[src/rtl/vtg_pkg.sv]
// Shared video timing types, default mode constants and total helpers.
// Consumed by video_timing_gen, vtg_delay_line and downstream pipe stages.
package vtg_pkg;

    localparam int X_ACTIVE_720 = 1280;
    localparam int HFP_720      = 110;
    localparam int HSW_720      = 40;
    localparam int HBP_720      = 220;
    localparam int Y_ACTIVE_720 = 720;
    localparam int VFP_720      = 5;
    localparam int VSW_720      = 5;
    localparam int VBP_720      = 20;

    localparam int X_ACTIVE_480 = 640;
    localparam int HFP_480      = 16;
    localparam int HSW_480      = 96;
    localparam int HBP_480      = 48;
    localparam int Y_ACTIVE_480 = 480;
    localparam int VFP_480      = 10;
    localparam int VSW_480      = 2;
    localparam int VBP_480      = 33;

    typedef struct packed {
        logic de;
        logic hsync;
        logic vsync;
        logic lineStart;
        logic frameStart;
    } vtg_sig_t;

    function automatic int h_total(int xa, int hfp, int hsw, int hbp);
        return xa + hfp + hsw + hbp;
    endfunction

    function automatic int v_total(int ya, int vfp, int vsw, int vbp);
        return ya + vfp + vsw + vbp;
    endfunction

endpackage

[src/rtl/vtg_delay_line.sv]
// Pixel-enable qualified shift register for the video timing bundle.
// Every stage resets to the supplied inactive value.
module vtg_delay_line
    import vtg_pkg::*;
#(
    parameter int       DEPTH = 2,
    parameter vtg_sig_t INIT  = '0
) (
    input  logic     clk,
    input  logic     reset,
    input  logic     en,
    input  vtg_sig_t d,
    output vtg_sig_t q
);

    vtg_sig_t stg [DEPTH];

    always_ff @(posedge clk) begin
        if (reset) begin
            for (int i = 0; i < DEPTH; i++) begin
                stg[i] <= INIT;
            end
        end else if (en) begin
            stg[0] <= d;
            for (int i = 1; i < DEPTH; i++) begin
                stg[i] <= stg[i-1];
            end
        end
    end

    assign q = stg[DEPTH-1];

endmodule

[src/rtl/video_timing_gen.sv]
// Pipe-0 raster counters with de/hsync/vsync and line/frame strobes.
// Define VTG_LOOKAHEAD_EN to delay the timing bundle LEAD pixels behind x/y.
module video_timing_gen
    import vtg_pkg::*;
#(
    parameter int X_ACTIVE = X_ACTIVE_720,
    parameter int HFP      = HFP_720,
    parameter int HSW      = HSW_720,
    parameter int HBP      = HBP_720,
    parameter int Y_ACTIVE = Y_ACTIVE_720,
    parameter int VFP      = VFP_720,
    parameter int VSW      = VSW_720,
    parameter int VBP      = VBP_720,
    parameter bit HS_POL   = 1'b1,
    parameter bit VS_POL   = 1'b1,
    parameter int CW       = 12,
    parameter int LEAD     = 2
) (
    input  logic          pixelInc,
    input  logic          reset,
    input  logic          pixelEn,
    output logic [CW-1:0] x,
    output logic [CW-1:0] y,
    output logic          de,
    output logic          hsync,
    output logic          vsync,
    output logic          lineStart,
    output logic          frameStart
);

    localparam int H_TOTAL = h_total(X_ACTIVE, HFP, HSW, HBP);
    localparam int V_TOTAL = v_total(Y_ACTIVE, VFP, VSW, VBP);

    localparam logic [CW-1:0] X_MAX  = CW'(H_TOTAL - 1);
    localparam logic [CW-1:0] Y_MAX  = CW'(V_TOTAL - 1);
    localparam logic [CW-1:0] X_ACT  = CW'(X_ACTIVE);
    localparam logic [CW-1:0] Y_ACT  = CW'(Y_ACTIVE);
    localparam logic [CW-1:0] HS_BEG = CW'(X_ACTIVE + HFP);
    localparam logic [CW-1:0] HS_END = CW'(X_ACTIVE + HFP + HSW);
    localparam logic [CW-1:0] VS_BEG = CW'(Y_ACTIVE + VFP);
    localparam logic [CW-1:0] VS_END = CW'(Y_ACTIVE + VFP + VSW);

    localparam vtg_sig_t IDLE = '{
        de:         1'b0,
        hsync:      ~HS_POL,
        vsync:      ~VS_POL,
        lineStart:  1'b0,
        frameStart: 1'b0
    };

    if (H_TOTAL > (1 << CW)) begin : g_chk_h
        $error("H_TOTAL does not fit in CW bits");
    end
    if (V_TOTAL > (1 << CW)) begin : g_chk_v
        $error("V_TOTAL does not fit in CW bits");
    end
    if (HBP < 1 || VBP < 1 || LEAD < 1) begin : g_chk_min
        $error("HBP, VBP and LEAD must be at least 1");
    end

    logic [CW-1:0] x_q, y_q;
    logic [CW-1:0] x_nxt, y_nxt;
    vtg_sig_t      sig_nxt, sig_q, sig_o;

    always_comb begin
        x_nxt = x_q + 1'b1;
        y_nxt = y_q;
        if (x_q == X_MAX) begin
            x_nxt = '0;
            y_nxt = (y_q == Y_MAX) ? '0 : y_q + 1'b1;
        end
    end

    // Decode from the next count so the bundle lines up with x/y.
    always_comb begin
        sig_nxt            = IDLE;
        sig_nxt.de         = (x_nxt < X_ACT) && (y_nxt < Y_ACT);
        sig_nxt.hsync      = (x_nxt >= HS_BEG && x_nxt < HS_END) ?
                             HS_POL : ~HS_POL;
        sig_nxt.vsync      = (y_nxt >= VS_BEG && y_nxt < VS_END) ?
                             VS_POL : ~VS_POL;
        sig_nxt.lineStart  = (x_nxt == '0);
        sig_nxt.frameStart = (x_nxt == '0) && (y_nxt == '0);
    end

    always_ff @(posedge pixelInc) begin
        if (reset) begin
            x_q   <= X_MAX;
            y_q   <= Y_MAX;
            sig_q <= IDLE;
        end else if (pixelEn) begin
            x_q   <= x_nxt;
            y_q   <= y_nxt;
            sig_q <= sig_nxt;
        end
    end

`ifdef VTG_LOOKAHEAD_EN
    vtg_delay_line #(
        .DEPTH (LEAD),
        .INIT  (IDLE)
    ) u_dly (
        .clk   (pixelInc),
        .reset (reset),
        .en    (pixelEn),
        .d     (sig_q),
        .q     (sig_o)
    );
`else
    assign sig_o = sig_q;
`endif

    assign x          = x_q;
    assign y          = y_q;
    assign de         = sig_o.de;
    assign hsync      = sig_o.hsync;
    assign vsync      = sig_o.vsync;
    assign lineStart  = sig_o.lineStart;
    assign frameStart = sig_o.frameStart;

endmodule

[config.mk]
export PLATFORM = sky130hd
export DESIGN_NAME = video_timing_gen
export DESIGN_NICKNAME = d
export VERILOG_FILES = /design/src/rtl/vtg_pkg.sv /design/src/rtl/vtg_delay_line.sv /design/src/rtl/video_timing_gen.sv
export SDC_FILE = /design/constraint.sdc
export NUM_CORES = 1
export LEC_CHECK = 0
export CAP_MARGIN = 5
export CORE_MARGIN = 2
export CORE_UTILIZATION = 55
export DETAILED_ROUTE_END_ITERATION = 10
export PLACE_DENSITY = 0.8
export SETUP_SLACK_MARGIN = 0.4
export SLEW_MARGIN = 10
export SYNTH_ARGS = -nofsm -noshare
export SYNTH_HDL_FRONTEND = slang
export SYNTH_SLANG_ARGS = --single-unit
[constraint.sdc]
create_clock -name pixelInc -period 2.8 [get_ports pixelInc]
set_input_delay 0.28 -clock pixelInc [delete_from_list [all_inputs] [get_ports pixelInc]]
set_output_delay 0.28 -clock pixelInc [all_outputs]
set_load 0.01 [all_outputs]
* Word-level counts from Yosys, hierarchy flattened
Cells that the tools add are included. Widths: inputs -> output; s select.
Word-level totals: flip-flop bits (word level) 29, output and inout bits 29, word-level logic and storage cells 28
Cells by class: add/subtract/negate cells 2, $lt $le $gt $ge 6, equal/unequal tests 2, multiplexer cells 5, reductions and logical operators 6
Operators by type and width (number):
- $mux 12 | 3
- $add 12x1->12 const B | 2
- $logic_not 12->1 | 2
- $lt 12x10->1 const B | 2
- $lt 12x11->1 const B | 2
- $eq 12x10->1 const B | 1
- $eq 12x11->1 const B | 1
- $ge 12x10->1 const B | 1
- $ge 12x11->1 const B | 1
- $logic_and 1x1->1 | 4
- $mux 1 | 2

* Depth between registers and ports, before layout
depth in word-level cells 6, depth in mapped cells 10

* Worst setup path before layout
Ideal clock, no wire load.
path kind register -> register, start register x_q[0] (netlist: x[0]), end register sig_q, in the netlist frameStart, arrival time 2.155 ns, required time 2.683 ns, path slack 0.527 ns, cell stages (with the launch flop) 8, buffers on the path 0, period minus slack after synthesis 2.273 ns, cell sequence dfxtp_1 > ha_1 > nand4_2 > or4_1 > a21oi_1 > nor3_1 > and3_1 > a32o_1
Between the ends: word-level cells in the longest chain between the ends 4, elaborated cells between the ends (all ways) 7, classes of those cells add/sub: 1; eq/ne: 1; mux: 2; reduce/logical: 3
RTL lines:
- from (decl) | line video_timing_gen.sv:61 | logic [CW-1:0] x_q, y_q;
- from (signal assigned) | line video_timing_gen.sv:92 | x_q <= x_nxt;
- $add 12x1->12 or $eq 12x11->1 (tied branches) | line video_timing_gen.sv:66, video_timing_gen.sv:68
- $mux 12 | line video_timing_gen.sv:68 | if (x_q == X_MAX) begin
- $logic_not 12->1 | line video_timing_gen.sv:83 | sig_nxt.frameStart = (x_nxt == '0) && (y_nxt == '0);
- $logic_and 1x1->1 * | line video_timing_gen.sv:83
- to (signal assigned) | line video_timing_gen.sv:94 | sig_q <= sig_nxt;
- to (decl) | line video_timing_gen.sv:63 | vtg_sig_t sig_nxt, sig_q, sig_o;
Mark *: on every way between the ends. The rest lies on a longest branch, timed or not. A chain may end at the register's enable or synchronous reset.

* Worst setup path after layout
start register x_q[1] (netlist: x[1]), end register sig_q, in the netlist vsync
Between the ends: word-level cells in the longest chain between the ends 5, elaborated cells between the ends (all ways) 6, classes of those cells order compare: 2; eq/ne: 1; mux: 2; reduce/logical: 1
RTL lines:
- $eq 12x11->1 * | line video_timing_gen.sv:68
- $mux 12 * | line video_timing_gen.sv:68
- $ge 12x10->1 or $lt 12x10->1 (tied branches) | line video_timing_gen.sv:80 | sig_nxt.vsync = (y_nxt >= VS_BEG && y_nxt < VS_END) ?
- $logic_and 1x1->1 * | line video_timing_gen.sv:80
- $mux 1 * | line video_timing_gen.sv:80
Marks and branches as above.

==> impl_results.md <==
* R2r endpoint: vsync
* Top cells by area, synth: dfxtp_1, nor2_1, nand2_1, a21oi_1, xor2_1
* Wire length per cell at 17.7 µm
* GRT overflow at 0
* Root buffer cell: clkbuf_8
* Top_reg_cell synth: dfxtp_1
* Syn Inst Count at 302
* Setup TNS at 0 ns
* Switching pwr at 0.964 mW
* Clock sink count at 29
* Sequential share of the synthesized area at 25.3%
* PortBufs at 31
* CTS Buffer Depth at 2
* FF-to-FF setup slack at about 0.38 ns
* DR vias/cell at between 6 and 7
* Relative slew margins at roughly 71%
* Layout cells sized above 1 at 17.6%
* Post-synth top area share at 25.3%
* Max-cap violations at 0
* HP Start: lineStart
* First-iteration detailed-routing DRC count at 311
* Tcrit/Tclk final at about 86%
* Worst-path cell chain: inv_1 -> ha_1 -> nor4b_4 -> buf_4 -> nand3_2 -> nor3b_1 -> a21oi_1 -> a2111oi_4 -> a32o_1
* CP delay by family, top: simple AND/OR/NAND/NOR gates
* Worst reg-to-reg path cell count at 9
* Fin. max-slew vios at 0
* Final Setup Violations at 0
* Setup ws final at 0.382 ns
* Status: completed
* Power share of the clock group at 16.3%
* Final RePlAce weighted congestion at 0.939
* Pre-CTS setup slack at 0.309 ns
* NumNets Final at between 300 and 400
* Reg power frac at 27.1%
* Antenna cells at 0
* TritonRoute pass-1 iters at 4
* Vias in the first global route at between 2k and 2.5k
* Mapped Area at 2290 µm²
* Final Skew at around 0.0061 ns
* Crit path kind: reg -> reg
* Hold Vio Cnt, Final at 0
* Antenna violations before repair at 0
* Lkg Pwr at 1.05 nW
* Most common cell after layout, fill and taps aside: nor2_1
* Worst Path Max Fanout at 7
* Worst setup EP type: flip-flop
* Global Route Usage Sum at approximately 29%
* Layout Area Growth over Synthesis at 25.9%
* CTS Buf Count at 5
* H-tree levels at 2
* CP bufs+invs at 2
* Max incr delay on CP at around 0.39 ns
* Starting density of the core at 57.3%
* # IOs at 32
* Drt total wl at 6.94 mm
* First-pass GRT wire length at ~10 mm
* Core area at 4000 µm²
* WP data arrival at 2.65 ns
* Mapped Avg Cell Area at around 7.6 µm²
* Hold Path Class: reg -> reg
* Comb power frac at 56.6%
* WHS Path Cells at 2
* Element type at the critical path start: flip-flop
* Die Wd at about 69 µm
* Die area at about 4700 µm²
* Distinct cells, synth at 65
* FF-to-FF Start: x[1]
* RSZ-0062 raised after global routing: true
* Crit path time final at 2.42 ns
* Syn nets at around 310
* WHS Endpoint: lineStart
* Most frequent cells in the layout: nor2_1, clkdlybuf4s50_1, nand2_1, buf_4, dfxtp_1
* Post-DP HPWL at 4.46 mm
* Least-Margin Pin Slew at between 0.4 and 0.5 ns
* Final ANT Viol Nets at 0
* Slowest cell on crit path: nor3b_1
* FF+latch count, synth at 29
* Worst-Skew Late Latency at 0.29 ns
* PwrDens at 763 nW/µm²
* Row count at 23
* Final hold slack at ~0.47 ns
* Number of synthesized flops with an enable pin at 0
* Die Height at 68.5 µm
* Yosys top cell by area: dfxtp_1
* Via count at 2575
* Synth warn at 0
* Sw Share at 43.8%
* Clock-pin transition on the worst setup and hold timing paths at 0.07 ns
* Worst vdd ir at 0.000606 V
* # DRC at 0
* Data required, critical path at 3.03 ns
* Largest net degree at the start of global routing at 21
* TritonCTS clock tree: yes
* Max Fclk at 414 MHz
* Pint at approximately 1.2 mW
* FFs w/ async S/R, synth at 0%
==> worst max path at each step <==
stage	start	to	slack (ns)	cells after the start
after floorplan	x[0]	frameStart	0.53	7
after global placement	x[0]	frameStart	0.35	7
after detailed placement	x[0]	frameStart	0.31	7
after CTS	x[1]	frameStart	0.40	7
after global routing	x[1]	vsync	0.24	9
final	x[1]	vsync	0.38	9
==> power by group through the flow <==
stage	logic [mW]	registers, mW	clock network, mW
global route	1.33	0.605	0.381
global placement	1.00	0.591	0
CTS	1.03	0.585	0.362
detailed placement	1.01	0.592	0
finish	1.25	0.597	0.359
floorplan	0.757	0.548	0
==> sequential cells by signal, summed over array words and instances (netlist names) <==
signal      cells
de              1
vsync           1
lineStart       1
hsync           1
x              12
y              12
frameStart      1
==> logic make-up (layout without fill, tap and decap cells) <==
logic type	count (synthesis)	after routing	synth area share (%)
AND/OR/NAND/NOR	143	144	34.0
AO/OA/AOI/OAI	80	80	25.2
buffers and inverters	30	68	7.15
flip-flops	29	29	25.3
XOR/XNOR	16	16	6.12
adder cells (fa/ha/maj)	4	4	2.18
==> layout make-up <==
class / count / area (µm²)
Clock buffer: 7 / 86.3
Fill cell: 316 / 1120
Inverter: 8 / 30.0
Multi-Input combinational cell: 244 / 1630
Sequential cell: 29 / 594
Tap cell: 50 / 62.6
Timing Repair Buffer: 53 / 479
==> per-layer routing <==
| layer | global-route usage, % | up-vias | routed length [µm] |
|---|---|---|---|
| li1 | - | 1199 | - |
| met4 | 11.5 | 0 | 168 |
| met2 | 42.2 | 151 | 3110 |
| met3 | 5.03 | 15 | 658 |
| met1 | 41.4 | 1210 | 3010 |
| met5 | 0 | - | 0 |
==> stage by stage <==
step                      std cells  cell area, µm²  util (%)  power [mW]
after floorplan                 302            2290         -        1.31
after global placement          372            2610      65.3        1.60
after detailed placement        372            2610      65.3        1.60
after CTS                       379            2730      68.2        1.98
after global routing            391            2880      72.1        2.31
final                           391            2880      72.1        2.20
==> repair_timing <==
item,CTS,global route
pin swaps,0,8
hold buffers,0,0
setup buffers,0,11
setup endpoints to repair,3,10
cloned,0,1
gates resized for setup,7,18
endpoints found under the hold margin,0,0
==> synthesized netlist by cell type (5+ instances only) <==
cell,count
o31ai_1,6
clkbuf_1,6
and3_1,5
nand4_1,11
nor2_1,36
dfxtp_1,29
inv_1,7
xnor2_1,7
a21oi_1,17
nor3_1,15
and4_1,5
a211o_1,5
buf_2,8
xor2_1,9
nand3_1,9
nand2_1,29
o21ai_0,14
nand2b_1,5
==> worst min-delay path, cell delays in order (launching register included) <==
cell and delay [ns]:
dfxtp_1 0.31, nand2b_1 0.06, a21oi_1 0.05
Power figures use the tool's default switching activity.
